===== src/rtl/word_struct_assembler_pkg.sv =====
// Shared types for the word-to-record assembler: lane and record layouts plus FSM states.
package word_struct_assembler_pkg;

  localparam int unsigned LANE_W    = 64;
  localparam int unsigned REC_WORDS = 3;

  typedef logic [LANE_W-1:0] lane_t;

  typedef struct packed {
    lane_t [REC_WORDS-1:0] a;
  } rec_t;

  typedef enum logic {
    COLLECT,
    HOLD
  } state_e;

endpackage


===== src/rtl/word_struct_assembler.sv =====
// Collects NWORDS valid/ready beats into one packed record; first beat lands in the top lane,
// in_last closes a record early and unwritten lanes take FILL.
module word_struct_assembler
  import word_struct_assembler_pkg::*;
#(
  parameter int unsigned      NWORDS = REC_WORDS,
  parameter int unsigned      WIDTH  = LANE_W,
  parameter logic [WIDTH-1:0] FILL   = '0
) (
  input  logic                         clk,
  input  logic                         rst,
  input  logic                         in_valid,
  output logic                         in_ready,
  input  logic [WIDTH-1:0]             in_data,
  input  logic                         in_last,
  output logic                         out_valid,
  input  logic                         out_ready,
  output logic [NWORDS*WIDTH-1:0]      out_data,
  output logic [$clog2(NWORDS+1)-1:0]  out_count,
  output logic                         out_short
);

  localparam int unsigned IW = (NWORDS > 1) ? $clog2(NWORDS) : 1;
  localparam int unsigned CW = $clog2(NWORDS + 1);
  localparam logic [IW-1:0] LAST_IDX = IW'(NWORDS - 1);

  state_e                         state_q, state_d;
  logic [IW-1:0]                  idx_q, idx_d;
  logic [NWORDS-1:0][WIDTH-1:0]   data_q, data_d;
  logic [CW-1:0]                  count_q, count_d;
  logic                           short_q, short_d;
  logic                           accept;
  logic                           complete;

  assign out_valid = (state_q == HOLD);
  assign in_ready  = !out_valid || out_ready;
  assign accept    = in_valid && in_ready;
  assign out_data  = data_q;
  assign out_count = count_q;
  assign out_short = short_q;

  // Consume and first-lane write may share an edge; a completing beat then re-enters HOLD.
  always_comb begin
    state_d  = state_q;
    idx_d    = idx_q;
    data_d   = data_q;
    count_d  = count_q;
    short_d  = short_q;
    complete = 1'b0;

    if (out_valid && out_ready) begin
      state_d = COLLECT;
    end

    if (accept) begin
      for (int unsigned k = 0; k < NWORDS; k++) begin
        if (k + 32'(idx_q) == NWORDS - 1) begin
          data_d[k] = in_data;
        end else if (idx_q == '0) begin
          data_d[k] = FILL;
        end
      end

      complete = (idx_q == LAST_IDX) || in_last;
      if (complete) begin
        state_d = HOLD;
        idx_d   = '0;
        count_d = CW'(idx_q) + CW'(1);
        short_d = in_last && (idx_q != LAST_IDX);
      end else begin
        idx_d = idx_q + IW'(1);
      end
    end
  end

  always_ff @(posedge clk or posedge rst) begin
    if (rst) begin
      state_q <= COLLECT;
      idx_q   <= '0;
      data_q  <= {NWORDS{FILL}};
      count_q <= '0;
      short_q <= 1'b0;
    end else begin
      state_q <= state_d;
      idx_q   <= idx_d;
      data_q  <= data_d;
      count_q <= count_d;
      short_q <= short_d;
    end
  end

endmodule

===== config.mk =====
export PLATFORM = sky130hd
export DESIGN_NAME = word_struct_assembler
export DESIGN_NICKNAME = d
export VERILOG_FILES = /design/src/rtl/word_struct_assembler_pkg.sv /design/src/rtl/word_struct_assembler.sv
export SDC_FILE = /design/constraint.sdc
export NUM_CORES = 1
export LEC_CHECK = 0
export ABC_AREA = 1
export BUFFER_PORTS_ARGS = -buffer_cell sky130_fd_sc_hd__buf_2
export CAP_MARGIN = 20
export CELL_PAD_IN_SITES_DETAIL_PLACEMENT = 0
export CELL_PAD_IN_SITES_GLOBAL_PLACEMENT = 1
export CORE_MARGIN = 1.5
export CORE_UTILIZATION = 41
export CTS_CLUSTER_DIAMETER = 50
export CTS_CLUSTER_SIZE = 28
export DETAILED_ROUTE_END_ITERATION = 8
export PLACE_DENSITY = 0.85
export SYNTH_ARGS = -nofsm -noshare
export SYNTH_HDL_FRONTEND = slang
export SYNTH_SLANG_ARGS = --single-unit
export TNS_END_PERCENT = 1

===== constraint.sdc =====
create_clock -name clk -period 13.95 [get_ports clk]
set_input_delay 1.395 -clock clk [delete_from_list [all_inputs] [get_ports clk]]
set_output_delay 1.395 -clock clk [all_outputs]
set_load 0.01 [all_outputs]

-- Word-level counts from Yosys, hierarchy flattened
Index checks and enable logic that the tools add are counted.
- bits in registers: 198
- input port bits: 69
- output and inout port bits: 197
- word-level logic and storage cells: 36
- $add $sub $neg: 3
- equal/unequal tests: 4
- multiplexer cells: 8
- reduce and logical (&&, ||, !) cells: 14
- operators with widths (operator ; number):
    64-bit 2-to-1 mux ; 4
    2-bit AND reduction ; 4
    3-bit by 2-bit == test with 1-bit output (second input constant) ; 2
    2-bit nonzero test ; 3
    1-bit by 2-bit adder with 3-bit output (first input constant) ; 1
    2-bit by 2-bit adder with 3-bit output (first input constant) ; 1
    1-bit logical AND ; 3
    1-bit 2-to-1 mux ; 3
    2-bit by 1-bit adder with 2-bit output (second input constant) ; 1
    2-bit == test (second input constant) ; 1
    2-bit logical NOT ; 1
    1-bit logical OR ; 2
    2-bit 2-to-1 mux ; 1
    2-bit inequality test (second input constant) ; 1
    1-bit logical NOT ; 1

-- Depth between registers and ports, before layout
Gate-level depths: netlist of the first run.
- depth after elaboration: 4
- mapped depth: 8
- mapped depth without buffers: 7

-- Worst setup path after synthesis of the first run
OpenSTA, ideal clock, no wires.
- path kind: input -> output
- start: input port out_ready
- end: output port in_ready
- data arrival time: 1838 ps
- data required time: 12555 ps
- slack: 10717 ps
- stages: 4
- path buffers: 2
- cells stage by stage: inv_2 -> nand2_4 -> buf_6 -> buf_2
- longest elaborated chain between the ends: 1
- RTL lines (item ; line ; text):
    start: declaration ; word_struct_assembler.sv:17 ; input logic out_ready,
    1-bit logical OR ; word_struct_assembler.sv:36 ; assign in_ready = !out_valid || out_ready;
    end: declaration ; word_struct_assembler.sv:13 ; output logic in_ready,
No other way between the ends.

-- Worst setup path after layout of the first run
Ends and elaborated chain as after synthesis.

==> results.json, run 1 <==
{
  "outcome": "finished, final reports clean",
  "syn_inst": 897,
  "drv_slew": 0,
  "arrival_ns": 2.28,
  "wirelength_mm": 24.4,
  "clkTransAtPathRegs_ns": 0.06,
  "fin_skew_ns": 0.0109,
  "worstSkewPairLatency_ns": 0.43,
  "finalSetupViolCount": 0,
  "slew_headroom": 0.365,
  "cts_resized": 0,
  "die_w_um": 146,
  "grt_max_degree": 125,
  "clock-root-buffer": "clkbuf_16",
  "worst-path-max-fanout": 112,
  "hold_viol_final": 0,
  "cts_tree": "yes",
  "endpoint_kind": "primary output",
  "dp.cells": 1355,
  "ios": 266,
  "ir_drop_mv": 0.0956,
  "post_drt_via_cell_ratio": 5.27,
  "maxCapViolations": 0,
  "fill_cells": 1962,
  "htreeDepth": 4,
  "ys_seq_elements": 198,
  "rsz0062_at_grt": "false",
  "drive_above_1_share": 0.277,
  "die_h_um": 146,
  "hpwl_mm": 14.4,
  "synth_area_um2": 8390,
  "first_iter_violations": 435,
  "antennaDiodeCount": 0,
  "min_period_ns": 3.67,
  "ctsHoldBuffers": 0,
  "grtUsageTotal": 0.229,
  "io_buffers": 265,
  "clock_path_buffers": 2,
  "cts_buffers": 17,
  "start_kind": "primary input",
  "synth_area_leaders": "dfrtp_1 (59%), nand2_1 (18%), nand4_1 (15%)",
  "cts_post_setup_buffers_inserted": 0,
  "synth.avg_cell_area_um2": 9.35,
  "ys_types": 17,
  "antenna_found_initial": 0,
  "ys_warn_count": 0,
  "ant_nets": 0,
  "finalNetCount": 1179,
  "gp_congestion": 0.783,
  "overflow": 0,
  "worstMarginPinSlew_ns": 0.952,
  "cp.required_ns": 12.56,
  "drc": 0,
  "area_growth_syn_to_layout_pct": 21.7,
  "ys_seq_area_frac": 0.591,
  "grt_pass1_wl_mm": 38.8,
  "powerDensity_nw_per_um2": 211,
  "coreArea_um2": 20200,
  "crit_type": "in -> out",
  "multi_input_area_um2": 2880,
  "max_freq_mhz": 272,
  "dr.pass1.iters": 5,
  "tns_ns": 0,
  "synth_nets": 971,
  "seqCellArea_um2": 4950,
  "yosysTopAreaCell": "dfrtp_1",
  "p_leak_nw": 5.90,
  "dieArea_um2": 21300,
  "grt_pass1_vias": 6940,
  "start_util": 0.416,
  "clock_sinks": 198,
  "wire_per_inst_um": 17.5,
  "vias": 7316,
  "period_share": 0.263,
  "hold_class": "reg -> reg",
  "p_total_mw": 2.15,
  "synth_top_area_share": 0.591,
  "row_count": 52,
  "finalNonFillerCells": 1388
}
worst max-delay path: stages:
cell and delay (ns):
buf_2 0.10, inv_2 0.08, nand2_8 0.34, buf_2 0.32
cell families after synthesis:
| logic type | Yosys count | share of synthesized area |
|---|---|---|
| DFF | 198 | 0.591 |
| AOI/OAI and AO/OA | 2 | 0.00119 |
| and+or+nand+nor | 600 | 0.333 |
| buffers and inverters | 92 | 0.0679 |
| adders and majority gates | 5 | 0.00746 |
registers in the layout (all words and copies together), names as in the netlist:
signal     count
out_short      1
out_valid      1
out_data     192
out_count      2
idx_q          2
power breakdown:
group          internal, mW  switching [mW]  total, mW
Clock                 0.283           0.218      0.501
Sequential            0.784           0.121      0.905
Combinational         0.258           0.485      0.743
cell usage after synthesis:
library cell / instances
nand2_1: 399
dfrtp_1: 198
nand4_1: 195
buf_2: 22
clkbuf_1: 19
buf_6: 18
buf_4: 12
buf_1: 11
inv_1: 8
ha_1: 5
nand3_4: 3
o21ai_0: 2
buf_12: 1
inv_2: 1
nand2_4: 1
nand3_1: 1
nor2_1: 1
final cells by class:
type | count | share of cell area
clock buffers | 20 | 0.0428
clock inverters | 12 | 0.0147
inverters | 9 | 0.00405
multi-input cells | 607 | 0.282
flip-flops and latches | 198 | 0.486
well taps | 270 | 0.0331
repair buffers | 272 | 0.138
per-layer routing:
metal,up-vias,GRT usage,wire length (um)
met5,-,0,0
met4,0,0.0732,442
met3,30,0.0613,1810
met2,249,0.350,11300
met1,3578,0.318,10800
li1,3459,-,-
final timing paths:
check	cells past startpoint	slack, ns	to	start
hold reg to reg	2	0.46	out_data[31]	out_data[31]
setup reg to reg	4	11.54	out_data[77]	out_valid
setup / recovery	4	10.28	in_ready	out_ready
max in group asynchronous	3	11.24	out_data[32]	rst
min in group asynchronous	2	1.12	out_data[70]	rst
hold / removal	2	0.46	out_data[31]	out_data[31]
cell usage in the layout (no fill, tap or decap), drive strengths merged:
master,instances
nand2,400
ha,5
bufinv,3
nand3,4
clkbuf,20
dfrtp,198
nand4,195
buf,272
clkinv,6
o21ai,2
nor2,1
inv,12
stage by stage:
stage                      util  setup slack, ns  cell area, um^2  hold slack, ns
after global placement    0.475            10.24             9590           0.448
final                     0.506            10.28            10200           0.463
after floorplan               -             7.16             8390           0.481
after CTS                 0.505            10.24            10200           0.469
after global routing      0.506            10.18            10200           0.486
after detailed placement  0.475            10.24             9590           0.453
Power figures use the tool's default switching activity.
==> inputs of run 2 (changes only) <==
- CORE_UTILIZATION: 41 -> 34
- PLACE_DENSITY: 0.85 -> 0.75
- clock period: 13.95 -> 3 ns (I/O delays scaled with it)
==> run 2 against run 1 <==
  * Final cell count increased by 4.5%
  * First-iteration DRC count decreased by 3.0%
  * Critical path depth decreased by 1
  * Clock skew increased by 0.0047 ns
  * Routed wire length increased by 4.5%
  * Largest power group unchanged
==> results.json, run 2 (synthesis gave the netlist of run 1 again) <==
{
  "outcome": "finished, final reports clean",
  "arrival_ns": 2.03,
  "multi_input_area_um2": 2880,
  "finalNetCount": 1187,
  "cp.required_ns": 2.70,
  "seqCellArea_um2": 4950,
  "dieArea_um2": 25600,
  "hold_viol_final": 0,
  "worstSkewPairLatency_ns": 0.43,
  "grt_pass1_wl_mm": 40.9,
  "cts_tree": "yes",
  "drive_above_1_share": 0.284,
  "hpwl_mm": 15.6,
  "p_total_mw": 10.1,
  "clock_path_buffers": 2,
  "period_share": 0.776,
  "gp_congestion": 0.792,
  "wirelength_mm": 25.5,
  "htreeDepth": 4,
  "crit_chain": "nand2_8 > buf_4 > buf_2",
  "drc": 0,
  "final_common_cell": "nand2_1",
  "setup_slack_ns": 0.671,
  "start_util": 0.346,
  "hold_class": "in -> reg",
  "post-route-util": 0.428,
  "wire_per_inst_um": 17.5,
  "io_buffers": 265,
  "fin_skew_ns": 0.0156,
  "coreArea_um2": 24200,
  "ir_drop_mv": 0.405,
  "slowest_stage": "buf_4",
  "area_growth_syn_to_layout_pct": 23.6,
  "clkTransAtPathRegs_ns": 0.08,
  "start_kind": "flip-flop",
  "overflow": 0,
  "drv_slew": 0,
  "finalSetupViolCount": 0,
  "ant_nets": 0,
  "fill_cells": 2477,
  "die_w_um": 160,
  "max_freq_mhz": 429,
  "maxCapViolations": 0,
  "worstMarginPinSlew_ns": 0.843,
  "worst-path-max-fanout": 63,
  "row_count": 57,
  "crit_type": "reg -> out",
  "endpoint_kind": "primary output",
  "tns_ns": 0,
  "powerDensity_nw_per_um2": 974,
  "grt_pass1_vias": 7176,
  "grt_max_degree": 108,
  "cts_buffers": 17,
  "first_iter_violations": 422,
  "vias": 7241,
  "dpl_worst_slack_ns": 1.09,
  "antenna_found_initial": 1,
  "slew_headroom": 0.438,
  "clock-root-buffer": "clkbuf_16",
  "grtUsageTotal": 0.201,
  "final_cell_mix": "nand2_1 (399), buf_2 (264), dfrtp_1 (198)",
  "die_h_um": 160,
  "dr.pass1.iters": 4,
  "clock_sinks": 198,
  "min_period_ns": 2.33,
  "rsz0062_at_grt": "false",
  "post_drt_via_cell_ratio": 4.99,
  "largest_register_ffs": 192,
  "max_stage_delay_ns": 0.59,
  "ios": 266,
  "p_leak_nw": 5.94
}
==> run 2: cell count changes in the layout (fill, tap and decap cells not counted), sizes merged <==
cell	delta
diode	+1
clkinvlp	+2
dlygate4sd3	+1
buf	+7
bufinv	-2
==> run 2: critical path, delay by kind of cell, from the launching register on <==
family	cells	cell delay, ns
AND/OR/NAND/NOR	1	0.30
flip-flops	1	0.44
buffers and inverters	2	0.83
==> run 2: cell type report <==
class | count | share of cell area
clock inverter | 12 | 0.0130
antenna | 1 | 0.000241
tap | 324 | 0.0391
multi-input combinational | 607 | 0.278
sequential | 198 | 0.478
timing repair buffer | 280 | 0.143
clock buffer | 20 | 0.0450
inverter | 9 | 0.00362
==> run 2: worst paths after layout <==
check / from / to / slack [ns] / depth (start not counted)
setup / recovery: out_valid / in_ready / 0.67 / 3
hold / removal: in_data[46] / out_data[174] / 0.14 / 3
setup reg to reg: idx_q[0] / out_data[149] / 1.08 / 5
hold reg to reg: out_data[123] / out_data[123] / 0.47 / 2
max in group asynchronous: rst / out_data[181] / 1.84 / 4
min in group asynchronous: rst / out_data[0] / 0.33 / 3
==> run 2: power breakdown <==
group	total, mW	internal (mW)	leakage, nW	switching, mW
registers	4.20	3.64	2.59	0.551
logic	3.54	1.23	3.05	2.32
clock network	2.35	1.25	0.294	1.11
==> run 2: routing by layer <==
| layer | vias up | routed length [um] | GRT usage |
|---|---|---|---|
| met1 | 3507 | 11400 | 0.271 |
| met4 | 0 | 505 | 0.0565 |
| met2 | 223 | 11700 | 0.313 |
| met5 | - | 0 | 0 |
| li1 | 3486 | - | - |
| met3 | 25 | 1820 | 0.0616 |
==> run 2: repair_timing <==
| action | in CTS | in global routing |
|---|---|---|
| hold buffers | 1 | 0 |
| buffers inserted | 0 | 0 |
| gates resized for setup | 0 | 0 |
| endpoints found under the hold margin | 4 | 0 |
==> run 2: metrics by stage <==
stage / cell area [um^2] / cells / hold slack, ns
6_report: 10400 / 1451 / 0.138
5_1_grt: 10400 / 1451 / 0.119
4_1_cts: 10400 / 1450 / 0.117
3_5_place_dp: 9750 / 1417 / 0.229
3_3_place_gp: 9750 / 1417 / 0.230
2_1_floorplan: 8390 / 897 / 0.449
==> inputs of run 3 (changes only) <==
- clock period: 3 -> 1.9 ns (I/O delays scaled with it)
==> run 3 against run 2 <==
  * Non-clock buffer count up 15
  * Sequential power up 58%
  * Final cell count up 0.96%
  * Sequential share of layout area down 1.0 points
  * Global-route usage up 0.52 points
  * Register-to-register slack worse by 0.85 ns
  * Cell area up 2.2%
  * Clock-buffer cell count unchanged
  * Critical path type unchanged
  * Largest power group unchanged
==> results.json, run 3 (synthesis gave the netlist of run 1 again) <==
{
  "largest_register_ffs": 192,
  "wirelength_mm": 26.4,
  "cp.required_ns": 1.71,
  "wire_per_inst_um": 18.0,
  "antennaDiodeCount": 0,
  "p_leak_nw": 6.06,
  "netSwitchingFraction": 0.396,
  "clkTransAtPathRegs_ns": 0.08,
  "antenna_found_initial": 0,
  "period_share": 0.912,
  "rrSetupSlack_ns": 0.23,
  "grt_pass1_wl_mm": 41.9,
  "crit_type": "reg -> out",
  "outcome": "finished, final reports clean",
  "worstSkewPairLatency_ns": 0.43,
  "rsz0062_at_grt": "false",
  "tns_ns": 0,
  "fin_skew_ns": 0.00796,
  "post-route-util": 0.437,
  "row_count": 57,
  "top_usage_layer": "met2",
  "grt_pass1_vias": 7156,
  "endpoint_kind": "primary output",
  "p_clk_frac": 0.222,
  "final_cell_mix": "nand2_1 (399), buf_2 (264), dfrtp_1 (198)",
  "p_int_mw": 9.66,
  "dpl_worst_slack_ns": 0.227,
  "grt_use_met3": 0.0538,
  "slowest_stage": "dfrtp_1",
  "hold_class": "in -> reg",
  "seqPwrFrac": 0.414,
  "fill_cells": 2445,
  "setup_slack_ns": 0.167,
  "gr-usage-met1": 0.288,
  "p_comb_frac": 0.364,
  "start_kind": "flip-flop",
  "switching_power_mw": 6.33,
  "final_area_um2": 10600,
  "drive_above_1_share": 0.293,
  "die_h_um": 160,
  "max_stage_delay_ns": 0.44,
  "slew_headroom": 0.648,
  "clock_path_buffers": 2,
  "worst-path-max-fanout": 36,
  "coreArea_um2": 24200,
  "grtUsageTotal": 0.206,
  "io_buffers": 265,
  "p_total_mw": 16.0,
  "grtUsageMet2": 0.324,
  "first_iter_violations": 442,
  "htreeDepth": 4,
  "start_util": 0.346,
  "cts_tree": "yes",
  "worstMarginPinSlew_ns": 0.529,
  "clock-root-buffer": "clkbuf_16",
  "max_freq_mhz": 577,
  "cts_post_setup_buffers_inserted": 0,
  "post_drt_via_cell_ratio": 4.98,
  "multi_input_area_um2": 2880,
  "gp_congestion": 0.794,
  "hpwl_mm": 16.9,
  "min_period_ns": 1.73,
  "overflow": 0,
  "area_growth_syn_to_layout_pct": 26.3,
  "clock_sinks": 198,
  "hold_viol_final": 0,
  "finalNetCount": 1202,
  "arrival_ns": 1.54,
  "vias": 7294,
  "ant_nets": 0,
  "dieArea_um2": 25600,
  "powerDensity_nw_per_um2": 1510,
  "drv_slew": 0,
  "die_w_um": 160,
  "final_common_cell": "nand2_1",
  "seqCellArea_um2": 4950,
  "place_area_um2": 9980,
  "crit_chain": "nand2_8 > buf_16 > buf_2",
  "dr.pass1.iters": 5,
  "grt_max_degree": 74,
  "cts_buffers": 17,
  "drc": 0,
  "ir_drop_mv": 0.505,
  "maxCapViolations": 0,
  "finalSetupViolCount": 0,
  "ios": 266
}
-- run 3: cell types whose count changed in the layout (fill, tap and decap cells not counted), sizes merged --
| cell | change |
|---|---|
| inv | +2 |
| bufinv | -1 |
| diode | -1 |
| clkinv | -1 |
| clkbuf | +1 |
| buf | +14 |
-- run 3: per-layer routing --
metal	routed length, um	up-vias
met5	0	-
met2	12500	222
met1	12100	3541
met4	215	0
met3	1650	12
li1	-	3519
-- run 3: area by class of cell --
| cell class | instances | share of cell area |
|---|---|---|
| Sequential cell | 198 | 0.468 |
| Multi-Input combinational cell | 607 | 0.272 |
| Timing Repair Buffer | 295 | 0.165 |
| Clock buffer | 20 | 0.0431 |
| Tap cell | 324 | 0.0383 |
| Clock inverter | 12 | 0.0104 |
| Inverter | 9 | 0.00354 |
-- run 3: per-stage QoR --
step                std cells  hold slack, ns
global placement         1431           0.115
CTS                      1464         0.00977
finish                   1465          0.0363
global route             1465          0.0164
detailed placement       1431           0.120
floorplan                 897           0.339
-- run 3: worst max-delay path: cells and delay by family (launching register included) --
kind,cells,cell delay (ns)
DFF,1,0.44
buffers and inverters,2,0.40
and+or+nand+nor,1,0.28
-- run 3: worst paths after layout --
| check | cells after the start | start | end |
|---|---|---|---|
| max | 3 | out_valid | in_ready |
| min | 3 | in_data[5] | out_data[69] |
| max reg2reg | 8 | idx_q[0] | out_data[55] |
| min reg2reg | 2 | out_data[157] | out_data[157] |
| max in group asynchronous | 4 | rst | out_data[164] |
| min in group asynchronous | 3 | rst | out_data[1] |
-- run 3: timing repair --
item / 4_1_cts / 5_1_grt
hold buffers: 1 / 0
hold endpoints to repair: 41 / 0
setup endpoints to repair: 0 / 1
gates resized for setup: 0 / 1
-- run 3: power groups by stage --
stage	Combinational (mW)	Sequential (mW)	Clock, mW
floorplan	2.43	7.37	0
global placement	5.83	6.67	0
detailed placement	5.93	6.67	0
CTS	5.92	6.63	3.65
global route	6.46	6.82	3.84
finish	5.83	6.62	3.55
